`src/rtl/branch_resolve_unit.sv`:
```
// Execute-stage branch resolution: trains the predictor, flushes on mispredict and ignores the wrong-path shadow.
// Optional performance counters are enabled with the BRU_PERF_CNT_EN macro.
module branch_resolve_unit #(
  parameter int unsigned FLUSH_CYCLES = 2,
  parameter int unsigned XLEN         = 32
) (
  input  logic            clk_i,
  input  logic            rst_n,
  input  logic            ex_valid,
  input  logic            ex_stall,
  input  logic            ex_is_branch,
  input  logic            ex_is_jump,
  input  logic [XLEN-1:0] ex_pc,
  input  logic            ex_cond_taken,
  input  logic [XLEN-1:0] ex_actual_target,
  input  logic            ex_prd_taken,
  input  logic [XLEN-1:0] ex_prd_target,
  output logic            br_update,
  output logic            br_update_taken,
  output logic [XLEN-1:0] br_update_target,
  output logic [XLEN-1:0] br_update_PC,
  output logic            flush,
  output logic [XLEN-1:0] redirect_pc,
  output logic            busy
`ifdef BRU_PERF_CNT_EN
  ,
  output logic [31:0]     perf_br_cnt,
  output logic [31:0]     perf_mispred_cnt
`endif
);

  typedef enum logic {RUN, FLUSH} state_e;

  state_e          state_q, state_d;
  logic [2:0]      cnt_q, cnt_d;
  logic            br_update_q, br_update_d;
  logic            taken_q, taken_d;
  logic [XLEN-1:0] target_q, target_d;
  logic [XLEN-1:0] pc_q, pc_d;
  logic            flush_q, flush_d;
  logic [XLEN-1:0] redirect_q, redirect_d;
  logic            busy_q, busy_d;

  logic            res;
  logic            act_taken;
  logic            mispredict;
  logic [XLEN-1:0] seq_pc;
  logic [XLEN-1:0] act_target;

`ifdef BRU_PERF_CNT_EN
  logic [31:0] perf_br_q, perf_br_d;
  logic [31:0] perf_mis_q, perf_mis_d;
`endif

  always_comb begin
    // A jump dominates when both type bits are set.
    act_taken  = ex_is_jump | (ex_is_branch & ex_cond_taken);
    seq_pc     = ex_pc + XLEN'(4);
    act_target = act_taken ? ex_actual_target : seq_pc;
    mispredict = (act_taken != ex_prd_taken) |
                 (act_taken & ex_prd_taken & (ex_actual_target != ex_prd_target));
    res        = ex_valid & ~ex_stall & (ex_is_branch | ex_is_jump) & (state_q == RUN);

    state_d     = state_q;
    cnt_d       = cnt_q;
    br_update_d = res;
    flush_d     = res & mispredict;
    taken_d     = taken_q;
    target_d    = target_q;
    pc_d        = pc_q;
    redirect_d  = redirect_q;

    if (res) begin
      taken_d  = act_taken;
      target_d = act_target;
      pc_d     = ex_pc;
    end
    if (res & mispredict) begin
      redirect_d = act_target;
    end

    case (state_q)
      RUN: begin
        if (res & mispredict) begin
          state_d = FLUSH;
          cnt_d   = 3'(FLUSH_CYCLES - 1);
        end
      end
      FLUSH: begin
        // Counts down independently of ex_stall; leaves when the count has reached zero.
        if (cnt_q == 3'd0) begin
          state_d = RUN;
        end else begin
          cnt_d = cnt_q - 3'd1;
        end
      end
      default: begin
        state_d = RUN;
        cnt_d   = '0;
      end
    endcase

    busy_d = (state_d == FLUSH);

`ifdef BRU_PERF_CNT_EN
    perf_br_d  = perf_br_q + {31'd0, br_update_d};
    perf_mis_d = perf_mis_q + {31'd0, flush_d};
`endif
  end

  always_ff @(posedge clk_i or negedge rst_n) begin
    if (!rst_n) begin
      state_q     <= RUN;
      cnt_q       <= '0;
      br_update_q <= 1'b0;
      taken_q     <= 1'b0;
      target_q    <= '0;
      pc_q        <= '0;
      flush_q     <= 1'b0;
      redirect_q  <= '0;
      busy_q      <= 1'b0;
`ifdef BRU_PERF_CNT_EN
      perf_br_q   <= '0;
      perf_mis_q  <= '0;
`endif
    end else begin
      state_q     <= state_d;
      cnt_q       <= cnt_d;
      br_update_q <= br_update_d;
      taken_q     <= taken_d;
      target_q    <= target_d;
      pc_q        <= pc_d;
      flush_q     <= flush_d;
      redirect_q  <= redirect_d;
      busy_q      <= busy_d;
`ifdef BRU_PERF_CNT_EN
      perf_br_q   <= perf_br_d;
      perf_mis_q  <= perf_mis_d;
`endif
    end
  end

  assign br_update        = br_update_q;
  assign br_update_taken  = taken_q;
  assign br_update_target = target_q;
  assign br_update_PC     = pc_q;
  assign flush            = flush_q;
  assign redirect_pc      = redirect_q;
  assign busy             = busy_q;
`ifdef BRU_PERF_CNT_EN
  assign perf_br_cnt      = perf_br_q;
  assign perf_mispred_cnt = perf_mis_q;
`endif

endmodule

```
`config.mk`:
```
export PLATFORM = sky130hd
export DESIGN_NAME = branch_resolve_unit
export DESIGN_NICKNAME = d
export VERILOG_FILES = /design/src/rtl/branch_resolve_unit.sv
export SDC_FILE = /design/constraint.sdc
export NUM_CORES = 1
export LEC_CHECK = 0
export CAP_MARGIN = 15
export CORE_MARGIN = 1
export CORE_UTILIZATION = 45
export CTS_BUF_LIST = sky130_fd_sc_hd__clkbuf_2 sky130_fd_sc_hd__clkbuf_4 sky130_fd_sc_hd__clkbuf_8
export CTS_CLUSTER_SIZE = 12
export DETAILED_ROUTE_END_ITERATION = 6
export MAX_ROUTING_LAYER = met4
export PLACE_DENSITY = 0.9
export SLEW_MARGIN = 0
export SYNTH_ARGS = -nofsm -noshare
export SYNTH_HDL_FRONTEND = slang
export SYNTH_SLANG_ARGS = --single-unit
```
`constraint.sdc`:
```
create_clock -name clk_i -period 1.9 [get_ports clk_i]
set_input_delay 0.285 -clock clk_i [delete_from_list [all_inputs] [get_ports clk_i]]
set_output_delay 0.285 -clock clk_i [all_outputs]
set_load 0.03 [all_outputs]
```
==> impl_metrics.tcl <==
set metrics [dict create \
    status "finished with violations" \
    violations "setup timing" \
    clock_path_buffers 2 \
    nNetsFinal 902 \
    rows 39 \
    syn_inst 502 \
    muxShareOfSynthArea 0.147 \
    cts_buffers 9 \
    design_area_sq_mm 0.00876 \
    areaGrowthSynthToFinish_pct 65.1 \
    root_buffer "clkbuf_8" \
    critPathArrivalTime_ns 2.16 \
    combPwrFrac 0.559 \
    ys_seq_area_frac 0.486 \
    setup_viol 4 \
    grt_usage 0.314 \
    grt_pass1_vias 5472 \
    ys.flop_type "dfrtp_1" \
    syn_area_per_cell_sq_um 10.6 \
    dieArea_sq_mm 0.0122 \
    tritoncts "done" \
    required_ns 2.15 \
    fp.dieW_um 111 \
    vias 5021 \
    worst_setup_path_start_kind "primary input" \
    ys_seq_elements 103 \
    synth_area_sq_mm 0.00531 \
    timing.slew.headroom 0.562 \
    r2r_start "busy" \
    synth_top_area_share 0.486 \
    synth_top_family_by_area "simple AND/OR/NAND/NOR gates" \
    synth_top_area_cell "dfrtp_1" \
    path_class "in -> reg" \
    drive_gt1_frac 0.325 \
    pwr_density_cell_mw_per_mm2 1360 \
    max_clock_freq_mhz 525 \
    critPathCaptureType "register" \
    grt_antenna_before_repair 1 \
    place.gp.congestion 0.894 \
    synth.net_count 610 \
    ys_warn_count 0 \
    io_pins 204 \
    clkPwrFrac 0.107 \
    cp_cell_sequence "clkdlybuf4s50_1 > xor2_2 > nor4_2 > nand4_1 > o21ai_2 > a21oi_4 > bufbuf_16 > mux2_4" \
    clkSinkCount 103 \
    p_int_mw 6.80 \
    async_reset_ff_frac 1.00 \
    port_buffers 203 \
    grt_max_degree 58 \
    clkLatencyLatePin_ns 0.36 \
    detail-route-antenna-nets 0 \
    p_sw_frac 0.429 \
    power_frac_seq 0.333 \
    synth.distinct_cells 35 \
    finalCritPeriodShare 1.00 \
    finClkSkew_ns 0.00857 \
    layout_common_cells "nand2_1, clkdlybuf4s50_1, dfrtp_1, buf_4, dlygate4sd2_1" \
    max_cap_violations 0 \
    crit_fanout 5 \
    post-route-drc-count 0 \
    dpl_cell_area_sq_mm 0.00816 \
    vdd_drop_max_mv 0.982 \
    cellLeakagePower_nw 4.08 \
    dp_hpwl_um 13500 \
    final_common_cell "nand2_1" \
    setup-tns-final_ns -0.00811 \
    routed_via_density 5.32 \
    cp_top_family "buffers and inverters" \
    synth_edf_count 0 \
    power_switching_mw 5.10 \
    wl_per_cell_um 19.5 \
    min_from "ex_cond_taken" \
    fin_ws_ns -0.00426 \
    critPathSlowestCell "clkdlybuf4s50_1" \
    crit_start "ex_prd_target[26]" \
    synthAdderAreaFrac 0.00943 \
    nFillCells 724 \
    fin_crit_ns 1.90 \
    grt_pass1_wl_um 28800 \
    slew_violations 0 \
    worst_slew_pin_slew_ns 0.657 \
    cts_max_level 3 \
    synthSimpleGateAreaFrac 0.177 \
    dr.pass1.iters 5 \
    start_util 0.463 \
    slowest_delay_ns 0.52 \
    die_y_um 111 \
    hold_viol_final 0 \
    core-area_sq_mm 0.0115 \
    clk_pin_slew_ns 0.09 \
    synthXorXnorAreaFrac 0.0991 \
    first_iter_violations 276 \
    grt_overflow 0 \
    synth_compound_area_frac 0.0493 \
    path_buf_inv 2 \
    total_power_mw 11.9 \
    hp-class "in -> reg" \
    synth_area_leaders "dfrtp_1, nand2_1, mux2_4" \
    wirelength_um 18400 \
]
Yosys cell counts, types with 3 or more instances:
| cell | count |
|---|---|
| and4_1 | 3 |
| buf_1 | 3 |
| buf_2 | 3 |
| buf_6 | 5 |
| clkbuf_1 | 10 |
| dfrtp_1 | 103 |
| ha_1 | 4 |
| inv_1 | 13 |
| mux2_1 | 4 |
| mux2_2 | 32 |
| mux2_4 | 25 |
| nand2_1 | 139 |
| nand3_1 | 5 |
| nand4_1 | 5 |
| nor2_1 | 14 |
| nor3_2 | 10 |
| nor4_1 | 8 |
| o21ai_0 | 18 |
| o21ai_1 | 13 |
| o21ai_2 | 5 |
| xnor2_1 | 25 |
| xor2_1 | 35 |
state kept, by name (all words and copies together), names as in the netlist:
register          flops
flush                 1
br_update             1
br_update_taken       1
redirect_pc          32
br_update_PC         32
busy                  1
cnt_q                 3
br_update_target     32
final timing paths:
check,end,slack [ns],cells past startpoint
max,redirect_pc[9],-0.004,8
min,br_update_taken,0.29,3
max reg2reg,redirect_pc[9],0.07,5
min reg2reg,br_update_PC[1],0.48,2
max in group asynchronous,redirect_pc[13],0.90,3
min in group asynchronous,redirect_pc[2],0.38,2
metal layers:
metal / vias to the layer above / track usage / wire, um
li1: 2226 / - / -
met1: 2480 / 0.365 / 7050
met2: 249 / 0.531 / 9460
met3: 66 / 0.0472 / 1040
met4: 0 / 0.157 / 812
met5: - / - / 0
layout make-up:
type | instances | area, sq um | share of cell area
antenna | 1 | 2.50 | 0.000286
tap | 143 | 179 | 0.0204
timing repair buffer | 302 | 2840 | 0.324
sequential | 103 | 2580 | 0.294
clock inverter | 6 | 46.3 | 0.00529
multi-input combinational | 365 | 2930 | 0.335
clock buffer | 10 | 131 | 0.0150
inverter | 13 | 48.8 | 0.00557
power by group through the flow:
stage	Clock [mW]	Combinational (mW)	Sequential (mW)
6_report	1.28	6.65	3.96
5_1_grt	1.39	6.96	4.07
4_1_cts	1.30	6.63	3.95
3_5_place_dp	0	6.56	3.97
3_3_place_gp	0	6.36	3.91
2_1_floorplan	0	1.44	5.91
worst min-delay path, delay by kind of cell:
family                 cells  cell delay (ns)
buffers and inverters      1             0.16
AO/OA/AOI/OAI              1             0.07
AND/OR/NAND/NOR            1             0.09
metrics by stage:
| step | hold slack, ns | setup WS [ns] | std cells | util |
|---|---|---|---|---|
| after floorplan | -0.0106 | -0.130 | 502 | - |
| after global placement | 0.227 | -0.779 | 914 | 0.711 |
| after detailed placement | 0.229 | -0.853 | 914 | 0.711 |
| after CTS | 0.365 | -0.0627 | 939 | 0.757 |
| after global routing | 0.300 | -0.0493 | 943 | 0.764 |
| final | 0.285 | -0.00426 | 943 | 0.764 |
cell families (layout without fill, tap and decap cells):
group	count (synthesis)	after routing
fa+ha+maj	4	4
compound gates	44	44
mux	61	61
other cells	0	1
xor+xnor	60	60
buf+inv	34	331
flops	103	103
simple gates	196	196
repair_timing:
item                                    in CTS  in global routing
endpoints found under the setup margin      55                 46
gates cloned                                 3                  1
gates resized for setup                    126                 53
hold buffers                                 1                  0
pin swaps                                   18                 16
setup buffers                                7                  3
hold endpoints to repair                    26                  0
(Power assumes the default switching activity.)
